### src/rtl/smc_ahb_mcs_if.sv
// ---------------------------------------------------------------------------
// smc_ahb_mcs_if
// AHB-lite slave front end of the static memory controller.
// Registers the AHB address phase and decodes the bank chip select. It
// launches one access per transfer to the SMC core and generates the AHB
// response: wait states while the core works, and a two-cycle ERROR for
// illegal transfers.
//
// Optional feature macro: SMC_AHB_WRBUF_EN
//   Adds a single-entry posted write buffer. A legal write completes on AHB
//   with zero wait states while the core drains it. A request that arrives
//   while the drain is in progress is held with smc_hready=0 until the core
//   finishes.
//
// Ports
//   hclk, n_sys_reset        clock, async active-low reset
//   hsel, haddr, htrans,     AHB address/control from the decoder/mux
//   hwrite, hsize, hwdata,
//   hready
//   cs_enable                per-bank enable from the config block
//   smc_idle, smc_done,      core status: idle, last cycle of an access,
//   mac_done                 and all beats of the transfer done
//   read_data                core read data
//   smc_hrdata, smc_hready,  AHB slave response
//   smc_hresp
//   new_access               one-cycle launch strobe to the core
//   addr, cs, xfer_size,     registered access attributes for the core
//   n_read, write_data
// ---------------------------------------------------------------------------
module smc_ahb_mcs_if #(
  parameter int AW     = 32,
  parameter int DW     = 32,
  parameter int NUM_CS = 4,
  parameter int CS_LSB = 24
) (
  input  logic              hclk,
  input  logic              n_sys_reset,
  input  logic              hsel,
  input  logic [AW-1:0]     haddr,
  input  logic [1:0]        htrans,
  input  logic              hwrite,
  input  logic [2:0]        hsize,
  input  logic [DW-1:0]     hwdata,
  input  logic              hready,
  input  logic [NUM_CS-1:0] cs_enable,
  input  logic              smc_idle,
  input  logic              smc_done,
  input  logic              mac_done,
  input  logic [DW-1:0]     read_data,
  output logic [DW-1:0]     smc_hrdata,
  output logic              smc_hready,
  output logic [1:0]        smc_hresp,
  output logic              new_access,
  output logic [AW-1:0]     addr,
  output logic [NUM_CS-1:0] cs,
  output logic [1:0]        xfer_size,
  output logic              n_read,
  output logic [DW-1:0]     write_data
);

  localparam int         MAX_SIZE   = (DW == 64) ? 3 : 2;
  localparam int         BW         = (NUM_CS > 1) ? $clog2(NUM_CS) : 1;
  localparam logic [1:0] RESP_OKAY  = 2'b00;
  localparam logic [1:0] RESP_ERROR = 2'b01;

  typedef enum logic [2:0] {
    ST_IDLE = 3'd0,
    ST_PEND = 3'd1,
    ST_BUSY = 3'd2,
    ST_ERR1 = 3'd3,
    ST_ERR2 = 3'd4
  } state_t;

  state_t              state_r;
  state_t              state_nx_s;
  logic                valid_s;
  logic                done_s;
  logic                size_err_s;
  logic                align_err_s;
  logic                req_err_s;
  logic [BW-1:0]       bank_s;
  logic [NUM_CS-1:0]   cs_dec_s;
  logic                take_s;
  logic                load_req_s;
  logic                launch_s;
  logic                hready_s;
  logic [1:0]          hresp_s;
  logic                wr_cap_r;
  logic                new_access_r;
  logic [AW-1:0]       addr_r;
  logic [NUM_CS-1:0]   cs_r;
  logic [1:0]          xfer_size_r;
  logic                n_read_r;
  logic [DW-1:0]       write_data_r;

`ifdef SMC_AHB_WRBUF_EN
  logic                hold_s;
  logic                take_held_s;
  logic                load_hold_s;
  logic                posted_r;
  logic                held_r;
  logic [AW-1:0]       hold_addr_r;
  logic [NUM_CS-1:0]   hold_cs_r;
  logic [1:0]          hold_size_r;
  logic                hold_wr_r;
  logic                hold_err_r;
`endif

  assign valid_s = hsel & hready & htrans[1];
  assign done_s  = smc_done & mac_done;

  // Bank-select field; a single bank has no field and always selects bank 0.
  generate
    if (NUM_CS > 1) begin : g_bank
      assign bank_s = haddr[CS_LSB +: BW];
    end else begin : g_bank1
      assign bank_s = 1'b0;
    end
  endgenerate

  // Transfer legality: size wider than the bus, misalignment, disabled bank.
  always_comb begin
    size_err_s = (hsize > 3'(MAX_SIZE));
    case (hsize)
      3'd1:    align_err_s = haddr[0];
      3'd2:    align_err_s = |haddr[1:0];
      3'd3:    align_err_s = |haddr[2:0];
      default: align_err_s = 1'b0;
    endcase
    req_err_s = size_err_s | align_err_s | ~cs_enable[bank_s];
  end

  // One-hot chip select decode of the bank field.
  always_comb begin
    cs_dec_s = '0;
    for (int i = 0; i < NUM_CS; i++) begin
      cs_dec_s[i] = (32'(bank_s) == i);
    end
  end

  // Next-state, launch and AHB response logic.
  always_comb begin
    state_nx_s = state_r;
    hready_s   = 1'b1;
    hresp_s    = RESP_OKAY;
    take_s     = 1'b0;
    load_req_s = 1'b0;
    launch_s   = 1'b0;
`ifdef SMC_AHB_WRBUF_EN
    hold_s      = 1'b0;
    take_held_s = 1'b0;
    load_hold_s = 1'b0;
`endif
    case (state_r)
      ST_IDLE: begin
        if (valid_s) begin
          take_s = 1'b1;
        end else begin
          state_nx_s = ST_IDLE;
        end
      end
      ST_PEND: begin
`ifdef SMC_AHB_WRBUF_EN
        // A posted write needs no AHB stall; a new request gets parked.
        if (posted_r && !held_r) begin
          hready_s = 1'b1;
          hold_s   = valid_s;
        end else begin
          hready_s = 1'b0;
        end
`else
        hready_s = 1'b0;
`endif
        if (smc_idle) begin
          state_nx_s = ST_BUSY;
          launch_s   = 1'b1;
        end else begin
          state_nx_s = ST_PEND;
        end
      end
      ST_BUSY: begin
`ifdef SMC_AHB_WRBUF_EN
        if (posted_r && held_r) begin
          hready_s = 1'b0;
          if (done_s) begin
            take_held_s = 1'b1;
          end else begin
            state_nx_s = ST_BUSY;
          end
        end else if (posted_r) begin
          hready_s = 1'b1;
          if (valid_s && done_s) begin
            take_s = 1'b1;
          end else if (valid_s) begin
            hold_s = 1'b1;
          end else if (done_s) begin
            state_nx_s = ST_IDLE;
          end else begin
            state_nx_s = ST_BUSY;
          end
        end else begin
          hready_s = done_s;
          if (done_s && valid_s) begin
            take_s = 1'b1;
          end else if (done_s) begin
            state_nx_s = ST_IDLE;
          end else begin
            state_nx_s = ST_BUSY;
          end
        end
`else
        hready_s = done_s;
        if (done_s && valid_s) begin
          take_s = 1'b1;
        end else if (done_s) begin
          state_nx_s = ST_IDLE;
        end else begin
          state_nx_s = ST_BUSY;
        end
`endif
      end
      ST_ERR1: begin
        hready_s   = 1'b0;
        hresp_s    = RESP_ERROR;
        state_nx_s = ST_ERR2;
      end
      ST_ERR2: begin
        // Whatever is sampled here is dropped; the master must cancel.
        hready_s   = 1'b1;
        hresp_s    = RESP_ERROR;
        state_nx_s = ST_IDLE;
      end
      default: begin
        state_nx_s = ST_IDLE;
      end
    endcase

    // Accept a request straight off the bus (from IDLE or back-to-back).
    if (take_s) begin
      if (req_err_s) begin
        state_nx_s = ST_ERR1;
      end else begin
        load_req_s = 1'b1;
        if (smc_idle) begin
          state_nx_s = ST_BUSY;
          launch_s   = 1'b1;
        end else begin
          state_nx_s = ST_PEND;
        end
      end
    end else begin
      load_req_s = 1'b0;
    end

`ifdef SMC_AHB_WRBUF_EN
    // Release the request parked behind a draining posted write.
    if (take_held_s) begin
      if (hold_err_r) begin
        state_nx_s = ST_ERR1;
      end else begin
        load_hold_s = 1'b1;
        if (smc_idle) begin
          state_nx_s = ST_BUSY;
          launch_s   = 1'b1;
        end else begin
          state_nx_s = ST_PEND;
        end
      end
    end else begin
      load_hold_s = 1'b0;
    end
`endif
  end

  // State register and registered access attributes.
  always_ff @(posedge hclk or negedge n_sys_reset) begin
    if (!n_sys_reset) begin
      state_r      <= ST_IDLE;
      new_access_r <= 1'b0;
      addr_r       <= '0;
      cs_r         <= '0;
      xfer_size_r  <= 2'b00;
      n_read_r     <= 1'b0;
      wr_cap_r     <= 1'b0;
      write_data_r <= '0;
    end else begin
      state_r      <= state_nx_s;
      new_access_r <= launch_s;
      if (load_req_s) begin
        addr_r      <= haddr;
        cs_r        <= cs_dec_s;
        xfer_size_r <= hsize[1:0];
        n_read_r    <= hwrite;
      end
`ifdef SMC_AHB_WRBUF_EN
      else if (load_hold_s) begin
        addr_r      <= hold_addr_r;
        cs_r        <= hold_cs_r;
        xfer_size_r <= hold_size_r;
        n_read_r    <= hold_wr_r;
      end
      wr_cap_r <= (load_req_s & hwrite) | (load_hold_s & hold_wr_r);
`else
      wr_cap_r <= load_req_s & hwrite;
`endif
      // hwdata is valid in the data phase, i.e. one edge after the load.
      if (wr_cap_r) begin
        write_data_r <= hwdata;
      end
    end
  end

`ifdef SMC_AHB_WRBUF_EN
  // Posted-write tracking and the parked-request holding register.
  always_ff @(posedge hclk or negedge n_sys_reset) begin
    if (!n_sys_reset) begin
      posted_r    <= 1'b0;
      held_r      <= 1'b0;
      hold_addr_r <= '0;
      hold_cs_r   <= '0;
      hold_size_r <= 2'b00;
      hold_wr_r   <= 1'b0;
      hold_err_r  <= 1'b0;
    end else begin
      if (load_req_s) begin
        posted_r <= hwrite;
      end else if (load_hold_s) begin
        posted_r <= hold_wr_r;
      end else if ((state_nx_s == ST_IDLE) || (state_nx_s == ST_ERR1)) begin
        posted_r <= 1'b0;
      end
      if (hold_s) begin
        held_r      <= 1'b1;
        hold_addr_r <= haddr;
        hold_cs_r   <= cs_dec_s;
        hold_size_r <= hsize[1:0];
        hold_wr_r   <= hwrite;
        hold_err_r  <= req_err_s;
      end else if (take_held_s) begin
        held_r <= 1'b0;
      end
    end
  end

  assign smc_hrdata = ((state_r == ST_BUSY) && !posted_r) ? read_data : '0;
`else
  assign smc_hrdata = (state_r == ST_BUSY) ? read_data : '0;
`endif

  assign smc_hready = hready_s;
  assign smc_hresp  = hresp_s;
  assign new_access = new_access_r;
  assign addr       = addr_r;
  assign cs         = cs_r;
  assign xfer_size  = xfer_size_r;
  assign n_read     = n_read_r;
  assign write_data = write_data_r;

endmodule

### config.mk
export PLATFORM = sky130hd
export DESIGN_NAME = smc_ahb_mcs_if
export DESIGN_NICKNAME = d
export VERILOG_FILES = /design/src/rtl/smc_ahb_mcs_if.sv
export SDC_FILE = /design/constraint.sdc
export NUM_CORES = 1
export LEC_CHECK = 0
export CORE_AREA = 3 3 141 75
export CTS_CLUSTER_DIAMETER = 60
export DETAILED_ROUTE_END_ITERATION = 7
export DIE_AREA = 0 0 144 78
export PLACE_DENSITY = 0.79
export SETUP_SLACK_MARGIN = 0.3
export SYNTH_ARGS = -nofsm -noshare
export SYNTH_HDL_FRONTEND = slang
export SYNTH_SLANG_ARGS = --single-unit
### constraint.sdc
create_clock -name hclk -period 2.2 [get_ports hclk]
set_input_delay 0.55 -clock hclk [delete_from_list [all_inputs] [get_ports hclk]]
set_output_delay 0.55 -clock hclk [all_outputs]
set_load 0.005 [all_outputs]
======== Word-level counts from Yosys, hierarchy flattened ========
Index checks and enable logic that the tools add are counted.
word-level totals
  register bits ........................... 76
  logic and storage cells ................. 60
operators by class
  bitwise operators ....................... 7
  equal/unequal tests ..................... 12
  reductions and logical operators ........ 8
  magnitude comparators ................... 2
  mux-type cells .......................... 23
operators by type and width
  operator                                                        count
  two-way mux 32 bit                                              1
  equality test 3 x 2 -> 1 bit (second input constant)            4
  two-way mux 3 bit                                               4
  case mux 3 bit (4 select lines)                                 1
  two-way mux 1 bit                                               11
  equality test 3 x 1 -> 1 bit (second input constant)            2
  != test 3 bit (second input constant)                           2
  OR reduction 2 bit                                              3
  bitwise AND 1 bit                                               4
  equality test 2 bit (second input constant)                     2
  two-way mux 2 bit                                               2
  case mux 1 bit (2 select lines)                                 2
  equality test 3 bit (second input constant)                     1
  greater-than comparator 3 x 2 -> 1 bit (second input constant)  1
  logical NOT 3 bit                                               1
  less-than comparator 2 x 3 -> 1 bit (second input constant)     1
  case mux 1 bit (3 select lines)                                 1
  OR reduction 3 bit                                              1
  binary-select mux 1 bit (select 2 bit)                          1
  equality test 2 x 1 -> 1 bit (second input constant)            1
  logical NOT 2 bit                                               1
  OR 1 bit                                                        2
  AND reduction 2 bit                                             1
  logical AND 1 bit                                               1
  inverter 1 bit                                                  1

======== Depth between registers and ports, before layout ========
  depth in word-level cells ............... 7
  depth in mapped cells ................... 5

======== Worst setup path after synthesis ========
No wires, ideal clock.
  path kind ............................... input-to-reg
  start point ............................. in haddr[24]
  end point ............................... reg addr_r[0], in the netlist addr[0]
  stages .................................. 5
  data required time ...................... 2075 ps
  data arrival time ....................... 1782 ps
  path buffers ............................ 1
  path slack .............................. 293 ps
  cells stage by stage .................... mux4_2 -> o211ai_2 -> nand2b_4 -> buf_6 -> mux2_4
between the ends
  longest elaborated chain between the ends .. 6
ends and longest elaborated chain
  what                                     line  source
  start, declared                          39    input logic [AW-1:0] haddr,
  binary-select mux 1 bit (select 2 bit)   130   req_err_s = size_err_s | align_err_s | ~cs_enable[bank_s];
  two-way mux 1 bit (implied by the code)  130
  inverter 1 bit                           130
  OR 1 bit                                 130
  two-way mux 1 bit                        240   if (req_err_s) begin
  two-way mux 1 bit                        239   if (take_s) begin
  end signal, assigned                     290   addr_r <= haddr;
  end, declared                            90    logic [AW-1:0] addr_r;
Every way passes these cells. The select of a mux whose other input is x is not followed.
A chain may end at the register's enable or synchronous reset.

======== Worst setup path after layout ========
  start point ............................. reg state_r[2]
  end point ............................... out smc_hrdata[19]
between the ends
  longest elaborated chain between the ends .. 2
ends and longest elaborated chain
  what                          line  source
  start, declared               74    state_t state_r;
  start signal, assigned        287   state_r <= state_nx_s;
  equality test 3 x 2 -> 1 bit  347   assign smc_hrdata = (state_r == ST_BUSY) ? read_data : '0;
  two-way mux 32 bit            347
  end, declared                 50    output logic [DW-1:0] smc_hrdata,
Every way passes these cells.

==> summary.txt <==
Die
  – Initial core utilization: 35.65%
  – Die area: 11230 µm²
  – Num rows: 25
  – Die X: 144 µm
  – Area of the core: 9353 µm²
  – Io pins: 220
  – Die height: 78 µm

GRT
  – Global-route wire length before repair: roughly 17 mm
  – Largest net degree at the start of global routing: 35
  – GRT Residual Overflow: 0
  – Vias in the first global route: 3090
  – Initial antenna violation count: 0
  – Overall routing resource usage: a little under 20%

Drt
  – DR top layer: met4
  – Met3 wire len: 494 µm
  – Via count: 2755
  – DRC viols: 0
  – Routed length on met1: 4.027 mm
  – Post-Route WL: 11.05 mm
  – Remaining antenna violation count: 0
  – Drt first pass iters: 4
  – Metal2 WL: 6.334 mm
  – Vias per inst: 4.524
  – Avg WL per Cell: 18.14 µm
  – DRT iter0 DRCs: 77

CTS
  – CTS tree: built
  – Hold_buf cts: 0
  – Clk buf depth: 2
  – CTS root buffer: clkbuf_16
  – H-tree levels: 3
  – CTS Buf Count: 9
  – Clk slew on worst S/H paths: about 0.06 ns
  – Worst-skew pair later-pin latency: 0.33 ns
  – Clock sinks: 76

Finish
  – Multi-input gate area: 1454 µm²
  – Area growth syn-to-layout: 96.29%
  – Share of post-route cells with drive strength above 1: around two fifths
  – Final net count: 596
  – # diodes: 0
  – Commonest non-fill, non-tap cell in the layout: clkdlybuf4s50_1
  – FF+latch area: 1902 µm²
  – Finished Cell Area: approximately 6500 µm²
  – Most frequent cells in the layout: clkdlybuf4s50_1 (167), dfrtp_1 (76), mux2_4 (38), buf_6 (38), mux2_2 (32)
  – Filler cells: 629

Synthesis
  – YS warnings: 0
  – Seq/Total Area, Yosys: about 57%
  – Net Count, Synth: 338
  – Cell taking the most area after synthesis: dfrtp_1
  – Synth area leaders: dfrtp_1 (57%), mux2_4 (17%), mux2_2 (11%), and2_1 (6.0%), buf_6 (1.4%)
  – Post-synthesis register bit count: 76
  – Cell area after synthesis: roughly 3300 µm²
  – Top-area cell type share of the netlist area: 57.04%
  – Syn_area_per_cell: 14.82 µm²
  – Netlist cell types: 27
  – Synthesized instance count: 225

Critical path
  – Critical-path cell list: nor3_4, buf_4, buf_6, buf_16, and2_4, buf_6
  – Critical Path Max Stage Delay: 0.43 ns
  – Critical Path Fanout Max: 8
  – Critical Path End Type: output port
  – Most frequent CP cell: buf_6
  – Crit path required time: 1.65 ns
  – Critical path startpoint category: flip-flop
  – CP Class: flip-flop to output port
  – RR Startpoint: state_r[1]
  – Arrival time at the worst endpoint: ~1.6 ns
  – R2r endpoint: addr[11]
  – Reg-to-reg slack, setup: 0.13 ns
  – R2R depth: 10
  – Crit-path slowest cell: dfrtp_1

Placed design
  – Routability cong.: between 0.7 and 0.8
  – Buffers added on ports: approximately 220
  – DP HPWL: 7.648 mm
  – DP Area: 5744 µm²

STA
  – RSZ-0062 raised after global routing: true
  – Max Fclk: around 470 MHz
  – Clock skew: ~0.011 ns
  – Min cycle time layout: between 2 and 2.5 ns
  – Final hold viol count: 0
  – Final Max Tran Viols: 0
  – TNS Setup: 0 ns
  – Setup Viol. Count Final: 0
  – Final period util: 95.82%

Power and ir drop
  – Internal Power: roughly 4.4 mW
  – Power Dens Cells: 906.9 nW/µm²
  – Combinational share of power: 44.8%
  – Sequential power share: roughly a third
  – Switching share of power: 26.21%
  – Leak: 3.133 nW
  – VDD IR max: between 0.5 and 0.6 mV
  – NetSw: 1.556 mW
  – Clock network fraction of design power: between 20% and 30%

Run
  – Max cap viols: 0

Outcome
  – Status: completed

Worst hold path
  – Worst hold path type: input pin to asynchronous set/reset pin
-- metal layers --
| metal | track usage, % | vias up |
|---|---|---|
| met5 | 0 | - |
| met4 | 5.639 | 0 |
| met3 | 4.310 | 14 |
| met2 | 37.89 | 106 |
| met1 | 21.39 | 1352 |
| li1 | - | 1283 |
-- registers in the layout, summed over array words and instances, names as in the netlist --
signal	flops
wr_cap_r	1
addr	32
xfer_size	2
cs	4
state_r	3
new_access	1
n_read	1
write_data	32
-- critical path: cells and delay by family (launching register included) --
kind	cells	cell delay [ns]
buffers and inverters	4	0.45
DFF	1	0.43
and+or+nand+nor	2	0.35
-- area by class of cell --
| cell class | count | area share (%) |
|---|---|---|
| Clock buffer | 10 | 3.498 |
| Clock inverter | 6 | 0.6309 |
| Inverter | 4 | 0.2294 |
| Multi-Input combinational cell | 133 | 22.21 |
| Sequential cell | 76 | 29.06 |
| Tap cell | 121 | 2.313 |
| Timing Repair Buffer | 259 | 42.06 |
-- power by group through the flow --
stage	Clock, mW	Sequential [mW]	Combinational [mW]
2_1_floorplan	0	1.97	0.670
3_3_place_gp	0	1.95	2.09
3_5_place_dp	0	1.96	2.14
4_1_cts	1.36	1.94	2.51
5_1_grt	1.44	1.99	2.82
6_report	1.33	1.95	2.66
-- cell usage after synthesis (all sizes together) --
cell	n
nand2	4
inv	4
a31oi	1
mux2	70
nor3b	1
and2	32
nand2b	1
a21boi	2
mux4	1
clkbuf	4
nor2	5
o21ai	3
a21o	1
a21oi	1
nor3	3
mux2i	1
o21bai	1
dfrtp	76
nor2b	3
o211ai	1
nand4b	1
buf	8
conb	1
-- cell families after synthesis --
logic type | after synthesis | synth area share [%]
DFF | 76 | 57.04
muxes | 72 | 28.89
and+or+nand+nor | 50 | 9.081
buffers and inverters | 16 | 2.814
AOI/OAI and AO/OA | 10 | 2.064
other | 1 | 0.1125
-- stage by stage --
stage / power (mW) / hold WS [ns] / utilization, % / std cells / setup slack [ns]
3_3_place_gp: 4.045 / 0.4829 / 61.42 / 566 / -0.3097
6_report: 5.935 / 0.1336 / 69.98 / 609 / 0.09198
4_1_cts: 5.814 / 0.1272 / 67.48 / 599 / 0.03841
2_1_floorplan: 2.642 / 0.2544 / - / 225 / 0.2925
5_1_grt: 6.250 / 0.1350 / 69.98 / 609 / 0.009370
3_5_place_dp: 4.101 / 0.4867 / 61.42 / 566 / -0.3842
-- repair_timing --
| action | 4_1_cts | 5_1_grt |
|---|---|---|
| resized for setup | 217 | 27 |
| pin swaps | 32 | 7 |
| cloned | 5 | 1 |
| setup endpoints to repair | 74 | 61 |
| setup buffers | 12 | 9 |
-- worst max path at each step --
stage                          end       start  slack [ns]
CTS                 smc_hrdata[23]  state_r[0]        0.04
floorplan                  addr[0]   haddr[24]        0.29
finish              smc_hrdata[19]  state_r[2]        0.09
global route        smc_hrdata[19]  state_r[0]       0.009
global placement          addr[10]   haddr[24]       -0.31
detailed placement         addr[7]   haddr[24]       -0.38
Power figures use the tool's default switching activity.
